--- src/rtl/rx_session_ctrl_if.sv ---
// Control/status bundle between host logic and rx_session_ctrl.
// Master side drives requests and transport events; slave side is the controller.
interface rx_session_ctrl_if #(
    parameter int unsigned CNT_W = 32,
    parameter int unsigned TO_W  = 32
);
    logic             i_start;
    logic             i_abort;
    logic [CNT_W-1:0] i_expect_words;
    logic [TO_W-1:0]  i_timeout_cycles;
    logic             i_hsked;
    logic             i_tlast;
    logic             i_rx_done;
    logic             o_rx_rcving;
    logic             o_busy;
    logic             o_done;
    logic [1:0]       o_status;
    logic [CNT_W-1:0] o_word_cnt;

    modport master (
        output i_start, i_abort, i_expect_words, i_timeout_cycles,
        output i_hsked, i_tlast, i_rx_done,
        input  o_rx_rcving, o_busy, o_done, o_status, o_word_cnt
    );

    modport slave (
        input  i_start, i_abort, i_expect_words, i_timeout_cycles,
        input  i_hsked, i_tlast, i_rx_done,
        output o_rx_rcving, o_busy, o_done, o_status, o_word_cnt
    );
endinterface

--- src/rtl/rx_session_ctrl.sv ---
// Receive-session sequencer: opens the transport, counts data beats, closes on done/abort/watchdog.
// Define RX_WATCHDOG_EN to build the idle-gap watchdog (status 10).
module rx_session_ctrl #(
    parameter int unsigned CNT_W = 32,
    parameter int unsigned TO_W  = 32
) (
    input logic               s_axis_aclk,
    input logic               s_axis_aresetn,
    rx_session_ctrl_if.slave  bus
);
    localparam logic [1:0] StatOk      = 2'b00;
    localparam logic [1:0] StatCount   = 2'b01;
    localparam logic [1:0] StatTimeout = 2'b10;
    localparam logic [1:0] StatAbort   = 2'b11;

    typedef enum logic [1:0] {StIdle, StRecv, StFinish} state_e;

    state_e           r_state, w_state_d;
    logic [CNT_W-1:0] r_cnt, w_cnt_d, w_cnt_inc;
    logic [CNT_W-1:0] r_expect, w_expect_d;
    logic [1:0]       r_status, w_status_d;
    logic             r_rcving, r_busy, r_done;
    logic             w_beat, w_wd_expire;

    // Terminator beat never counts; count saturates at all-ones.
    assign w_beat    = bus.i_hsked & ~bus.i_tlast;
    assign w_cnt_inc = (w_beat && (r_cnt != '1)) ? r_cnt + CNT_W'(1) : r_cnt;

`ifdef RX_WATCHDOG_EN
    logic [TO_W-1:0] r_timeout, w_timeout_d, r_wd, w_wd_d;

    // Expires on the idle cycle that makes the gap reach the latched limit.
    assign w_wd_expire = (r_state == StRecv) && !bus.i_hsked && (r_timeout != '0) &&
                         ((r_wd + TO_W'(1)) == r_timeout);

    always_comb begin
        w_wd_d      = r_wd;
        w_timeout_d = r_timeout;
        if (r_state == StIdle) begin
            if (bus.i_start) begin
                w_wd_d      = '0;
                w_timeout_d = bus.i_timeout_cycles;
            end
        end else if (r_state == StRecv) begin
            if (bus.i_hsked)             w_wd_d = '0;
            else if (r_timeout != '0)    w_wd_d = r_wd + TO_W'(1);
        end
    end

    always_ff @(posedge s_axis_aclk or negedge s_axis_aresetn) begin
        if (!s_axis_aresetn) begin
            r_wd      <= '0;
            r_timeout <= '0;
        end else begin
            r_wd      <= w_wd_d;
            r_timeout <= w_timeout_d;
        end
    end
`else
    logic w_unused_timeout;
    assign w_unused_timeout = ^bus.i_timeout_cycles;
    assign w_wd_expire      = 1'b0;
`endif

    always_comb begin
        w_state_d  = r_state;
        w_cnt_d    = r_cnt;
        w_expect_d = r_expect;
        w_status_d = r_status;
        unique case (r_state)
            StIdle: begin
                if (bus.i_start) begin
                    w_state_d  = StRecv;
                    w_cnt_d    = '0;
                    w_expect_d = bus.i_expect_words;
                    w_status_d = StatOk;
                end
            end
            StRecv: begin
                w_cnt_d = w_cnt_inc;
                if (bus.i_abort) begin
                    w_state_d  = StFinish;
                    w_status_d = StatAbort;
                end else if (bus.i_rx_done) begin
                    w_state_d  = StFinish;
                    w_status_d = ((r_expect == '0) || (w_cnt_inc == r_expect)) ? StatOk
                                                                                 : StatCount;
                end else if (w_wd_expire) begin
                    w_state_d  = StFinish;
                    w_status_d = StatTimeout;
                end
            end
            StFinish: w_state_d = StIdle;
            default:  w_state_d = StIdle;
        endcase
    end

    always_ff @(posedge s_axis_aclk or negedge s_axis_aresetn) begin
        if (!s_axis_aresetn) begin
            r_state  <= StIdle;
            r_cnt    <= '0;
            r_expect <= '0;
            r_status <= StatOk;
            r_rcving <= 1'b0;
            r_busy   <= 1'b0;
            r_done   <= 1'b0;
        end else begin
            r_state  <= w_state_d;
            r_cnt    <= w_cnt_d;
            r_expect <= w_expect_d;
            r_status <= w_status_d;
            r_rcving <= (w_state_d == StRecv);
            r_busy   <= (w_state_d != StIdle);
            r_done   <= (w_state_d == StFinish);
        end
    end

    assign bus.o_rx_rcving = r_rcving;
    assign bus.o_busy      = r_busy;
    assign bus.o_done      = r_done;
    assign bus.o_status    = r_status;
    assign bus.o_word_cnt  = r_cnt;
endmodule
--- src/flat_wrapper.sv ---
// flat-port wrapper written by rule: the top's interface ports become plain ports
module rx_session_ctrl_flat 
#(
    parameter int unsigned CNT_W = 32,
    parameter int unsigned TO_W  = 32
)
  (s_axis_aclk, s_axis_aresetn, bus_i_start, bus_i_abort, bus_i_expect_words, bus_i_timeout_cycles, bus_i_hsked, bus_i_tlast, bus_i_rx_done, bus_o_rx_rcving, bus_o_busy, bus_o_done, bus_o_status, bus_o_word_cnt);
  rx_session_ctrl_if #(.CNT_W(CNT_W), .TO_W(TO_W)) bus_i ();
  input logic s_axis_aclk;
  input logic s_axis_aresetn;
  input wire logic [$bits(bus_i.i_start)-1:0] bus_i_start;
  input wire logic [$bits(bus_i.i_abort)-1:0] bus_i_abort;
  input wire logic [$bits(bus_i.i_expect_words)-1:0] bus_i_expect_words;
  input wire logic [$bits(bus_i.i_timeout_cycles)-1:0] bus_i_timeout_cycles;
  input wire logic [$bits(bus_i.i_hsked)-1:0] bus_i_hsked;
  input wire logic [$bits(bus_i.i_tlast)-1:0] bus_i_tlast;
  input wire logic [$bits(bus_i.i_rx_done)-1:0] bus_i_rx_done;
  output wire logic [$bits(bus_i.o_rx_rcving)-1:0] bus_o_rx_rcving;
  output wire logic [$bits(bus_i.o_busy)-1:0] bus_o_busy;
  output wire logic [$bits(bus_i.o_done)-1:0] bus_o_done;
  output wire logic [$bits(bus_i.o_status)-1:0] bus_o_status;
  output wire logic [$bits(bus_i.o_word_cnt)-1:0] bus_o_word_cnt;
  assign bus_i.i_start = bus_i_start;
  assign bus_i.i_abort = bus_i_abort;
  assign bus_i.i_expect_words = bus_i_expect_words;
  assign bus_i.i_timeout_cycles = bus_i_timeout_cycles;
  assign bus_i.i_hsked = bus_i_hsked;
  assign bus_i.i_tlast = bus_i_tlast;
  assign bus_i.i_rx_done = bus_i_rx_done;
  assign bus_o_rx_rcving = bus_i.o_rx_rcving;
  assign bus_o_busy = bus_i.o_busy;
  assign bus_o_done = bus_i.o_done;
  assign bus_o_status = bus_i.o_status;
  assign bus_o_word_cnt = bus_i.o_word_cnt;
  rx_session_ctrl #(.CNT_W(CNT_W), .TO_W(TO_W)) u_core (.s_axis_aclk(s_axis_aclk), .s_axis_aresetn(s_axis_aresetn), .bus(bus_i));
endmodule
--- config.mk ---
export PLATFORM = sky130hd
export DESIGN_NAME = rx_session_ctrl_flat
export DESIGN_NICKNAME = d
export VERILOG_FILES = /design/src/rtl/rx_session_ctrl_if.sv /design/src/rtl/rx_session_ctrl.sv /design/src/flat_wrapper.sv
export SDC_FILE = /design/constraint.sdc
export NUM_CORES = 1
export LEC_CHECK = 0
export CAP_MARGIN = 10
export CORE_ASPECT_RATIO = 0.5
export CORE_MARGIN = 2
export CORE_UTILIZATION = 25
export DETAILED_ROUTE_END_ITERATION = 16
export HOLD_SLACK_MARGIN = 0.12
export SYNTH_ARGS = -nofsm -noshare
export SYNTH_HDL_FRONTEND = slang
export SYNTH_SLANG_ARGS = --single-unit
--- constraint.sdc ---
create_clock -name s_axis_aclk -period 4.3 [get_ports s_axis_aclk]
set_input_delay 0.43 -clock s_axis_aclk [delete_from_list [all_inputs] [get_ports s_axis_aclk]]
set_output_delay 0.43 -clock s_axis_aclk [all_outputs]
set_load 0.03 [all_outputs]
Word-level counts from Yosys, hierarchy flattened
Cells that the tools add are included.

Word-level logic and storage cells: 38. Bits in registers: 71. Input bits: 71.

Muxes and demuxes: 12. Eq/ne operators: 7. Reductions and logical operators: 9. Add/subtract/negate cells: 1. Bitwise logic cells: 2.

Operators with widths (number): 32-bit 2-to-1 mux (2); 32-bit case mux with 2 select lines (1); 32-bit by 1-bit adder with 32-bit output, second input constant (1); 32-bit equality test (1); 32-bit logical NOT (1); 32-bit != test, second input constant (1); 2-bit 2-to-1 mux (6); 2-bit case mux with 2 select lines (2); 2-bit by 1-bit equality test with 1-bit output, second input constant (2); 2-bit AND reduction (2); 2-bit nonzero test (2); 3-bit != test, second input constant (1); 3-bit AND reduction (1); 2-bit equality test, second input constant (1); 2-bit logical NOT (1); 2-bit != test, second input constant (1); 1-bit bitwise AND (1); 1-bit logical AND (1); 1-bit logical OR (1); 1-bit 2-to-1 mux (1); 1-bit inverter (1).

Logic depth before layout (Yosys ltp)
Gate-level depths: netlist (run 1).

Depth after elaboration: 10. Gate-level depth with buffers: 11. Mapped depth without buffers: 9.

Least setup slack after synthesis (run 1)
No wires, ideal clock.

Path type: flip-flop to flip-flop. From: reg u_core.r_cnt[0], in the netlist u_core.bus.o_word_cnt[0]. To: reg u_core.r_status[0], in the netlist u_core.bus.o_status[0]. Path buffers: 0. Arrival: 2.836 ns. Path slack: 1.317 ns. Period minus slack after synthesis: 2.983 ns. Cell stages (with the launch flop): 10. Cell sequence: dfrtp_1 -> ha_1 -> nand3_1 -> or4_4 -> and4bb_2 -> xnor2_1 -> or4_1 -> nor3_1 -> and4_1 -> a41oi_1.

Word-level cells in the longest chain between the ends: 9. Elaborated cells on any way between the ends: 10. Classes of those cells: add/sub: 1; eq/ne: 2; mux: 5; reduce/logical: 2.

RTL lines: from (decl) (RTL line rx_session_ctrl.sv:19) `logic [CNT_W-1:0] r_cnt, w_cnt_d, w_cnt_inc;`; from (signal assigned) (RTL line rx_session_ctrl.sv:109) `r_cnt <= w_cnt_d;`; branches (longest 2 deep; another with 32-bit by 1-bit adder with 32-bit output); 32-bit 2-to-1 mux (*) (RTL line rx_session_ctrl.sv:27) `assign w_cnt_inc = (w_beat && (r_cnt != '1)) ? r_cnt + CNT_W'(1) : r_cnt;`; 32-bit equality test (*) (RTL line rx_session_ctrl.sv:86) `w_status_d = ((r_expect == '0) || (w_cnt_inc == r_expect)) ? StatOk`; 1-bit logical OR (*) (RTL line rx_session_ctrl.sv:86); 1-bit 2-to-1 mux (*) (RTL line rx_session_ctrl.sv:86); 2-bit 2-to-1 mux (*) (RTL line rx_session_ctrl.sv:84) `end else if (bus.i_rx_done) begin`; 2-bit 2-to-1 mux (*) (RTL line rx_session_ctrl.sv:81) `if (bus.i_abort) begin`; 2-bit case mux with 2 select lines (*) (RTL line rx_session_ctrl.sv:70) `unique case (r_state)`; to (signal assigned) (RTL line rx_session_ctrl.sv:103) `r_status <= StatOk;`; to (signal assigned) (RTL line rx_session_ctrl.sv:111) `r_status <= w_status_d;`; to (decl) (RTL line rx_session_ctrl.sv:21) `logic [1:0] r_status, w_status_d;`.

Mark *: on every way between the ends. The select of a mux whose other input is x is not followed. A chain may end at the register's enable or synchronous reset.

Final worst setup path (run 1)
Same ends and word-level chain as after synthesis.

==> parameters.txt, run 1 <==
Parameter                              Value

Clock tree
  Clock transition time at the flip-flop clock pins of the worst setup and hold paths ... 0.06 ns
  Inserted Clock Buffers ... 9
  Clock insertion delay at the later pin of the skew report ... 0.34 ns
  Total of cells resized after clock tree synthesis ... 0
  Hold buffers post-CTS ... 0
  Setup Fix Bufs, Post-CTS ... 0
  Sink count of the clock tree ... 71
  Htree depth ... 3
  Number of buffers between clock root and the deepest sink ... 2
  Clock tree from TritonCTS ... done
  Clock root buffer master ... sky130_fd_sc_hd__clkbuf_16

Power and ir drop
  Internal ... 0.00154 W
  Maximum vdd drop ... 204 µV
  Power per Cell Area ... 422 nW/µm²
  Reg power frac ... 40.4%
  Clock share of power ... 28.7%
  Relative contribution of combinational cells to total power ... 30.8%
  Leakage ... 2.11 nW
  Switching Power ... 0.000813 W
  Fraction of power spent switching nets ... 34.6%

Drt
  Antenna viol nets, final ... 0
  Post-detailed-route DRC marker count ... 0
  Number of search-and-repair iterations in the first detailed-routing pass ... 4
  Routed wirelength normalized by instance count ... 17.2 µm
  Via density per instance ... 5.11
  Met3 Routed Length ... 852 µm
  Routed met2 length ... 6040 µm
  Number of DRC markers after the initial detailed-route iteration ... 327
  Total Routed Length ... 13400 µm
  Sum of routed wire segments on met1 ... 6280 µm
  Max Used Layer ... met4
  Via count ... 3969

GRT
  Largest net degree at the start of global routing ... 45
  Total Routing Usage GR ... 14.5%
  Wire length of the first global-routing pass ... 20700 µm
  Number of antenna violations at the first check in global routing ... 0
  Overflow left after global routing ... 0
  Via count of the first global-routing pass ... 3658

Setup path
  Worst path required time ... 4.45 ns
  Worst EP arrival ... 3.77 ns
  Slowest cell on the critical path ... sky130_fd_sc_hd__or4_1
  Maximum cell stage delay along the critical path ... 0.57 ns
  Cell count of the worst reg-to-reg path ... 9
  Highest fanout seen on the critical path ... 10
  Type of element capturing the critical path ... flop
  Type of the worst setup path ... flop to flop
  Critical path cell sequence ... ha_1 -> nand4_1 -> or4_1 -> o21ai_2 -> mux2_2 -> o311ai_0 -> nor4_1 -> and4_1 -> a41oi_1
  Setup slack, reg-to-reg ... 0.68 ns
  Startpoint kind of the worst setup timing path ... flop

Placement
  Global placement routability congestion ... 0.861
  Area after detailed placement ... 5310 µm²
  Quantity of I/O buffers inserted on ports ... 75
  DP HPWL ... 9840 µm

STA
  Clock period minus worst slack ... 3.62 ns
  Tightest Pin Transition ... 1.06 ns
  Max_slew headroom ... 29.5%
  Final clock skew ... 0.00744 ns
  Setup repair after global routing missed its margin ... no
  Number of failing setup endpoints in the final timing report ... 0
  Post-route setup TNS ... 0 ns
  Achievable Freq ... 277 MHz
  Fin. Hold Viols ... 0
  Fin crit share ... 84.1%
  Slew Limit Fails ... 0

Run status
  Run status ... complete, no violations

Finish
  Final core area utilization ... 33.5%
  Layout Area Growth over Synthesis ... 28.9%
  Leading cell type in the layout, fill and taps excluded ... sky130_fd_sc_hd__clkdlybuf4s50_1
  Antenna cells ... 0
  Most used cells in the layout excluding fill and tap cells ... sky130_fd_sc_hd__clkdlybuf4s50_1, sky130_fd_sc_hd__dfrtp_1, sky130_fd_sc_hd__nand2_1
  Final layout net count ... 616
  Proportion of layout cells with a drive suffix above 1 ... 11.8%
  Final standard cell area without fillers ... 5570 µm²

Logic synthesis
  Post-synthesis register bit count ... 71
  Post-Synthesis Cell Area ... 4320 µm²
  Synthesized area per cell ... 9.10 µm²
  Fraction of registers with async set or reset after synthesis ... 100%
  Synthesized net count ... 547
  Number of unique standard cell types used by synthesis ... 56
  Yosys synthesis warning count ... 0
  Main synth FF type ... sky130_fd_sc_hd__dfrtp_1
  Fraction of the yosys area taken by sequential cells ... 41.1%
  Number of cells produced by synthesis ... 475
  Post-synth EDFFs ... 0

Floorplanning
  Initial Util ... 26.0%
  Die Span Y ... 97.0 µm
  Die Outline Area ... 18400 µm²
  Row count ... 33
  Top-Level Pins ... 108
  Placeable Area ... 16600 µm²
  Horiz. Die Dim ... 190 µm

Flow run
  MaxCap Viol Count ... 0

Hold path
  Classification of the worst-slack hold path ... input pin to async pin
cells by family after synthesis:
kind of cell    Yosys count  share of synthesized area [%]
buf+inv                  33                           3.04
fa+ha+maj                 1                          0.290
mux                      34                           8.80
xor+xnor                 47                           9.53
flops                    71                           41.1
compound gates          101                           14.9
simple gates            188                           22.3
registers in the layout (all words and copies together) (netlist names):
register and flops:
u_core.bus.o_rx_rcving 1, u_core.bus.o_done 1, u_core.bus.o_busy 1, u_core.r_expect 32
u_core.bus.o_word_cnt 32, u_core.r_state 2, u_core.bus.o_status 2
path summary, 6_finish.rpt:
check | startpoint | endpoint
max in group asynchronous | s_axis_aresetn | u_core.r_expect[10]
worst min register to register | u_core.bus.o_status[1] | u_core.bus.o_status[1]
worst max register to register | u_core.bus.o_word_cnt[0] | u_core.bus.o_status[0]
worst min-delay path | s_axis_aresetn | u_core.r_expect[1]
min in group s_axis_aclk | u_core.bus.o_status[1] | u_core.bus.o_status[1]
worst max-delay path | u_core.bus.o_word_cnt[0] | u_core.bus.o_status[0]
synthesized netlist by cell type, types with 7 or more instances:
| master | instances | share of area (%) |
|---|---|---|
| sky130_fd_sc_hd__clkbuf_1 | 15 | 1.3 |
| sky130_fd_sc_hd__and4_1 | 7 | 1.4 |
| sky130_fd_sc_hd__a31oi_1 | 8 | 1.2 |
| sky130_fd_sc_hd__and3_1 | 9 | 1.3 |
| sky130_fd_sc_hd__o31ai_1 | 13 | 2.3 |
| sky130_fd_sc_hd__dfrtp_1 | 71 | 41 |
| sky130_fd_sc_hd__nand3_1 | 12 | 1.4 |
| sky130_fd_sc_hd__o21ai_0 | 43 | 5.0 |
| sky130_fd_sc_hd__xnor2_1 | 36 | 7.3 |
| sky130_fd_sc_hd__inv_1 | 9 | 0.78 |
| sky130_fd_sc_hd__nor2_1 | 29 | 2.5 |
| sky130_fd_sc_hd__a21oi_1 | 12 | 1.4 |
| sky130_fd_sc_hd__nor4_1 | 12 | 1.7 |
| sky130_fd_sc_hd__mux2_2 | 32 | 8.3 |
| sky130_fd_sc_hd__nand4_1 | 12 | 1.7 |
| sky130_fd_sc_hd__xor2_1 | 11 | 2.2 |
| sky130_fd_sc_hd__nand2_1 | 69 | 6.0 |
worst max-delay path, delay by kind of cell, from the launching register on:
kind / cells / cell delay [ns]
DFF: 1 / 0.45
muxes: 1 / 0.25
adders and majority gates: 1 / 0.34
AOI/OAI and AO/OA: 3 / 0.82
and+or+nand+nor: 4 / 1.57
power by group through the flow:
stage / Clock [W] / Sequential [W] / Combinational (W)
CTS: 0.000680 / 0.000950 / 0.000725
global route: 0.000710 / 0.000970 / 0.000788
finish: 0.000675 / 0.000950 / 0.000724
floorplan: 0 / 0.000944 / 0.000476
global placement: 0 / 0.000959 / 0.000708
detailed placement: 0 / 0.000961 / 0.000722
stage by stage:
step	total power, W	worst slack, ns	hold WS (ns)	instances
after floorplan	0.00142	1.32	0.134	475
after global placement	0.00167	0.839	0.510	760
after detailed placement	0.00168	0.788	0.525	760
after CTS	0.00236	0.779	0.321	776
after global routing	0.00247	0.508	0.372	776
final	0.00235	0.684	0.280	776
layout make-up:
class	instances	area [µm²]
well taps	227	284
repair buffers	82	798
inverters	9	33.8
flip-flops and latches	71	1780
multi-input cells	371	2420
clock inverters	3	20.0
fillers	1683	11100
clock buffers	13	240
routing by layer:
layer / GRT usage (%) / up-vias
met2: 22.0 / 141
met3: 2.90 / 15
met4: 3.94 / 0
met1: 20.7 / 1951
li1: - / 1862
met5: 0 / -
No activity file was read; power rests on OpenSTA's default activity.
==> run 2: changes to the inputs <==
==> constraint.sdc (replaced) <==
create_clock -name s_axis_aclk -period 3.4 [get_ports s_axis_aclk]
set_input_delay 0.34 -clock s_axis_aclk [delete_from_list [all_inputs] [get_ports s_axis_aclk]]
set_output_delay 0.34 -clock s_axis_aclk [all_outputs]
set_load 0.03 [all_outputs]
==> parameters.txt, run 2 (synthesis gave the netlist of run 1 again) <==
Parameter                              Value

Drt
  Total Routed Length ... 13500 µm
  Number of DRC markers after the initial detailed-route iteration ... 211
  Number of search-and-repair iterations in the first detailed-routing pass ... 4
  Antenna viol nets, final ... 0
  Routed wirelength normalized by instance count ... 17.0 µm
  Via density per instance ... 5.09
  Via count ... 4028
  Post-detailed-route DRC marker count ... 0

Clock tree
  Total of cells resized after clock tree synthesis ... 0
  Number of buffers between clock root and the deepest sink ... 2
  Inserted Clock Buffers ... 9
  Htree depth ... 3
  Sink count of the clock tree ... 71
  Clock transition time at the flip-flop clock pins of the worst setup and hold paths ... 0.06 ns
  Setup Fix Bufs, Post-CTS ... 0
  Clock tree from TritonCTS ... done
  Hold buffers post-CTS ... 0
  Clock root buffer master ... sky130_fd_sc_hd__clkbuf_16
  Clock insertion delay at the later pin of the skew report ... 0.34 ns

Placement
  DP HPWL ... 10300 µm
  Global placement routability congestion ... 0.908
  Quantity of I/O buffers inserted on ports ... 75
  Placed Instances ... 776
  Area after detailed placement ... 5430 µm²
  Worst setup slack after placement ... 0.130 ns

STA
  Post-route setup TNS ... 0 ns
  Achievable Freq ... 317 MHz
  Setup repair after global routing missed its margin ... no
  Slew Limit Fails ... 0
  Fin. Hold Viols ... 0
  Max_slew headroom ... 42.3%
  Slack of the critical path ... 0.245 ns
  Tightest Pin Transition ... 0.866 ns
  Number of failing setup endpoints in the final timing report ... 0
  Fin crit share ... 92.8%
  Final clock skew ... 0.00497 ns
  Clock period minus worst slack ... 3.15 ns

Finish
  Number of standard cells in the layout, taps in and fillers out ... 792
  Layout Area Growth over Synthesis ... 33.1%
  Final layout net count ... 632
  Proportion of layout cells with a drive suffix above 1 ... 15.0%
  Most used cells in the layout excluding fill and tap cells ... sky130_fd_sc_hd__clkdlybuf4s50_1, sky130_fd_sc_hd__dfrtp_1, sky130_fd_sc_hd__nand2_1
  Area taken by multi-input logic gates ... 2420 µm²
  Antenna cells ... 0
  Final standard cell area without fillers ... 5750 µm²
  Leading cell type in the layout, fill and taps excluded ... sky130_fd_sc_hd__clkdlybuf4s50_1
  Filler instances ... 1683
  Register Area ... 1780 µm²

GRT
  Wire length of the first global-routing pass ... 21800 µm
  Overflow left after global routing ... 0
  Number of antenna violations at the first check in global routing ... 0
  Via count of the first global-routing pass ... 3821
  Largest net degree at the start of global routing ... 38
  Total Routing Usage GR ... 15.1%

Floorplanning
  Row count ... 33
  Die Outline Area ... 18400 µm²
  Horiz. Die Dim ... 190 µm
  Initial Util ... 26.0%
  Placeable Area ... 16600 µm²
  Die Span Y ... 97.0 µm
  Top-Level Pins ... 108

Power and ir drop
  Power per Cell Area ... 549 nW/µm²
  Leakage ... 2.23 nW
  Maximum vdd drop ... 265 µV

Setup path
  Worst EP arrival ... 3.36 ns
  Startpoint kind of the worst setup timing path ... flop
  Slowest cell on the critical path ... sky130_fd_sc_hd__or4_1
  Crit path max-delay family ... simple AND/OR/NAND/NOR gates
  Worst path required time ... 3.60 ns
  Type of element capturing the critical path ... flop
  Instance count on the critical path ... 9
  Reg-to-Reg Start ... u_core.bus.o_word_cnt[15]
  Sum of buffers and inverters on the critical path ... 1
  Maximum cell stage delay along the critical path ... 0.71 ns
  Critical path cell sequence ... nand4_2 -> or4_1 -> o21ai_2 -> buf_4 -> nor2_1 -> xnor2_1 -> o2111ai_1 -> a211oi_1 -> a41oi_1
  Start point of the critical path ... u_core.bus.o_word_cnt[15]
  Cell count of the worst reg-to-reg path ... 9
  Type of the worst setup path ... flop to flop
  Highest fanout seen on the critical path ... 7

Run status
  Run status ... complete, no violations

Flow run
  MaxCap Viol Count ... 0

Hold path
  Classification of the worst-slack hold path ... input pin to async pin
## run 2: worst register-to-register path, delay by kind of cell, from the launching register on
kind	cells	cell delay, ns
AND/OR/NAND/NOR	3	1.01
AO/OA/AOI/OAI	4	0.99
buffers and inverters	1	0.20
flip-flops	1	0.51
XOR/XNOR	1	0.29
## run 2: report_power, final
part | internal, W | switching, W | leakage, nW
sequential | 0.00101 | 0.000189 | 0.909
combinational | 0.000451 | 0.000475 | 1.16
clock | 0.000643 | 0.000387 | 0.156
total | 0.00211 | 0.00105 | 2.23
## run 2: worst paths after layout
kind	end	slack, ns
worst max-delay path	u_core.bus.o_status[0]	0.25
min in group s_axis_aclk	u_core.bus.o_status[1]	0.54
worst min register to register	u_core.bus.o_status[1]	0.54
worst min-delay path	u_core.r_expect[9]	0.11
max in group asynchronous	u_core.bus.o_word_cnt[21]	2.48
worst max register to register	u_core.bus.o_status[0]	0.25
## run 2: per-stage QoR
stage	total power (W)	hold WS [ns]	utilization (%)
2_1_floorplan	0.00180	0.0444	-
3_3_place_gp	0.00213	0.489	32.6
3_5_place_dp	0.00214	0.499	32.6
4_1_cts	0.00318	0.139	34.6
5_1_grt	0.00332	0.173	34.6
6_report	0.00316	0.111	34.6
## run 2: layer usage
layer / part of all wire [%] / track usage, % / wire, µm / vias to the layer above
met5: 0 / 0 / 0 / -
met4: 1.5 / 4.53 / 208 / 0
met3: 6.6 / 4.03 / 891 / 13
met2: 45 / 22.2 / 6080 / 127
met1: 47 / 21.6 / 6300 / 1993
li1: - / - / - / 1895
## run 2: layout make-up
class / instances / area share, %
multi-input combinational: 371 / 42.0
sequential: 71 / 30.9
timing repair buffer: 98 / 16.0
tap: 227 / 4.94
clock buffer: 9 / 3.92
clock inverter: 7 / 1.65
inverter: 9 / 0.587
==> run 3: changes to the inputs <==
--- a/config.mk
+++ b/config.mk
@@ -5,7 +5,7 @@
 export SDC_FILE = /design/constraint.sdc
 export NUM_CORES = 1
 export LEC_CHECK = 0
-export CAP_MARGIN = 10
+export CAP_MARGIN = 20
 export CORE_ASPECT_RATIO = 0.5
 export CORE_MARGIN = 2
 export CORE_UTILIZATION = 25
==> constraint.sdc (replaced) <==
create_clock -name s_axis_aclk -period 3.6 [get_ports s_axis_aclk]
set_input_delay 0.36 -clock s_axis_aclk [delete_from_list [all_inputs] [get_ports s_axis_aclk]]
set_output_delay 0.36 -clock s_axis_aclk [all_outputs]
set_load 0.005 [all_outputs]
==> parameters.txt, run 3 (synthesis gave the netlist of run 1 again) <==
Parameter                              Value

Placement
  Worst setup slack after placement ... 0.225 ns
  Global placement routability congestion ... 0.893
  Quantity of I/O buffers inserted on ports ... 75
  DP HPWL ... 10100 µm

Power and ir drop
  Relative contribution of combinational cells to total power ... 27.4%
  Fraction of power spent switching nets ... 31.5%
  Switching Power ... 0.000953 W
  Reg power frac ... 37.6%
  Clock share of power ... 35.1%
  Power per Cell Area ... 529 nW/µm²
  Leakage ... 2.19 nW
  Maximum vdd drop ... 222 µV
  Internal ... 0.00207 W

Finish
  Proportion of layout cells with a drive suffix above 1 ... 13.7%
  Antenna cells ... 0
  Most used cells in the layout excluding fill and tap cells ... sky130_fd_sc_hd__clkdlybuf4s50_1, sky130_fd_sc_hd__dfrtp_1, sky130_fd_sc_hd__nand2_1
  Final layout net count ... 623
  Final core area utilization ... 34.4%
  Filler instances ... 1708
  Layout Area Growth over Synthesis ... 32.3%
  Leading cell type in the layout, fill and taps excluded ... sky130_fd_sc_hd__clkdlybuf4s50_1

Setup path
  Type of the worst setup path ... flop to flop
  Startpoint kind of the worst setup timing path ... flop
  Type of element capturing the critical path ... flop
  Highest fanout seen on the critical path ... 7
  Worst path required time ... 3.77 ns
  Slowest cell on the critical path ... sky130_fd_sc_hd__or4_1
  Maximum cell stage delay along the critical path ... 0.58 ns
  Critical path cell sequence ... ha_1 -> nand4_1 -> or4_1 -> o21ai_2 -> mux2_2 -> o311ai_0 -> nor4_1 -> and4_1 -> a41oi_1
  Worst EP arrival ... 3.46 ns

Floorplanning
  Horiz. Die Dim ... 190 µm
  Initial Util ... 26.0%
  Die Outline Area ... 18400 µm²
  Die Span Y ... 97.0 µm
  Top-Level Pins ... 108
  Row count ... 33
  Placeable Area ... 16600 µm²

Drt
  Post-detailed-route DRC marker count ... 0
  Total Routed Length ... 13500 µm
  Antenna viol nets, final ... 0
  Via density per instance ... 5.05
  Routed wirelength normalized by instance count ... 17.2 µm
  Via count ... 3954
  Number of search-and-repair iterations in the first detailed-routing pass ... 5
  Number of DRC markers after the initial detailed-route iteration ... 372

GRT
  Wire length of the first global-routing pass ... 22100 µm
  Largest net degree at the start of global routing ... 39
  Number of antenna violations at the first check in global routing ... 0
  Total Routing Usage GR ... 15.1%
  Overflow left after global routing ... 0
  Via count of the first global-routing pass ... 3854

STA
  Fin crit share ... 91.4%
  Slew Limit Fails ... 0
  Final clock skew ... 0.0101 ns
  Clock period minus worst slack ... 3.29 ns
  Post-route setup TNS ... 0 ns
  Max_slew headroom ... 41.4%
  Achievable Freq ... 304 MHz
  Fin. Hold Viols ... 0
  Slack of the critical path ... 0.310 ns
  Setup repair after global routing missed its margin ... no
  Tightest Pin Transition ... 0.879 ns
  Number of failing setup endpoints in the final timing report ... 0

Clock tree
  Clock insertion delay at the later pin of the skew report ... 0.34 ns
  Clock transition time at the flip-flop clock pins of the worst setup and hold paths ... 0.06 ns
  Clock tree from TritonCTS ... done
  Total of cells resized after clock tree synthesis ... 0
  Htree depth ... 3
  Hold buffers post-CTS ... 0
  Sink count of the clock tree ... 71
  Clock root buffer master ... sky130_fd_sc_hd__clkbuf_16
  Number of buffers between clock root and the deepest sink ... 2
  Inserted Clock Buffers ... 9
  Setup Fix Bufs, Post-CTS ... 0

Run status
  Run status ... complete, no violations

Hold path
  Classification of the worst-slack hold path ... input pin to async pin

Flow run
  MaxCap Viol Count ... 0
==> run 3: power groups by stage <==
stage | clock network, W | registers, W | logic, W
6_report | 0.00106 | 0.00114 | 0.000827
5_1_grt | 0.00111 | 0.00116 | 0.000911
4_1_cts | 0.00107 | 0.00114 | 0.000827
3_5_place_dp | 0 | 0.00115 | 0.000822
3_3_place_gp | 0 | 0.00115 | 0.000807
2_1_floorplan | 0 | 0.00109 | 0.000569
==> run 3: cell type report <==
type / count / area, µm² / area share (%)
Sequential cell: 71 / 1780 / 31.1
Clock inverter: 6 / 115 / 2.01
Clock buffer: 10 / 239 / 4.18
Inverter: 9 / 33.8 / 0.591
Multi-Input combinational cell: 371 / 2420 / 42.3
Timing Repair Buffer: 89 / 851 / 14.9
Tap cell: 227 / 284 / 4.97
==> run 3: worst paths after layout <==
kind,startpoint,end,slack [ns],cells after the start
max,u_core.bus.o_word_cnt[1],u_core.bus.o_status[0],0.31,9
min,s_axis_aresetn,u_core.r_expect[4],0.14,1
max reg2reg,u_core.bus.o_word_cnt[1],u_core.bus.o_status[0],0.31,9
min reg2reg,u_core.bus.o_status[1],u_core.bus.o_status[1],0.54,2
max in group asynchronous,s_axis_aresetn,u_core.bus.o_word_cnt[21],2.66,2
min in group s_axis_aclk,u_core.bus.o_status[1],u_core.bus.o_status[1],0.54,2
==> run 3: stage by stage <==
| step | power, W | cells | hold WS (ns) | instance area (µm²) |
|---|---|---|---|---|
| floorplan | 0.00166 | 475 | 0.0644 | 4320 |
| global placement | 0.00195 | 767 | 0.511 | 5360 |
| detailed placement | 0.00197 | 767 | 0.521 | 5360 |
| CTS | 0.00304 | 783 | 0.157 | 5720 |
| global route | 0.00318 | 783 | 0.211 | 5720 |
| finish | 0.00302 | 783 | 0.136 | 5720 |
==> run 3: worst max-delay path: cells and delay by family, from the launching register on <==
family,cells,cell delay (ns)
adder cells (fa/ha/maj),1,0.34
AND/OR/NAND/NOR,4,1.55
multiplexers,1,0.20
flip-flops,1,0.45
AO/OA/AOI/OAI,3,0.58
==> run 3: per-layer routing <==
| metal | vias to the layer above | part of all wire [%] | global-route usage (%) |
|---|---|---|---|
| li1 | 1870 | - | - |
| met1 | 1945 | 48 | 21.5 |
| met2 | 121 | 45 | 23.2 |
| met3 | 18 | 6.0 | 3.08 |
| met4 | 0 | 1.3 | 4.23 |
| met5 | - | 0 | 0 |
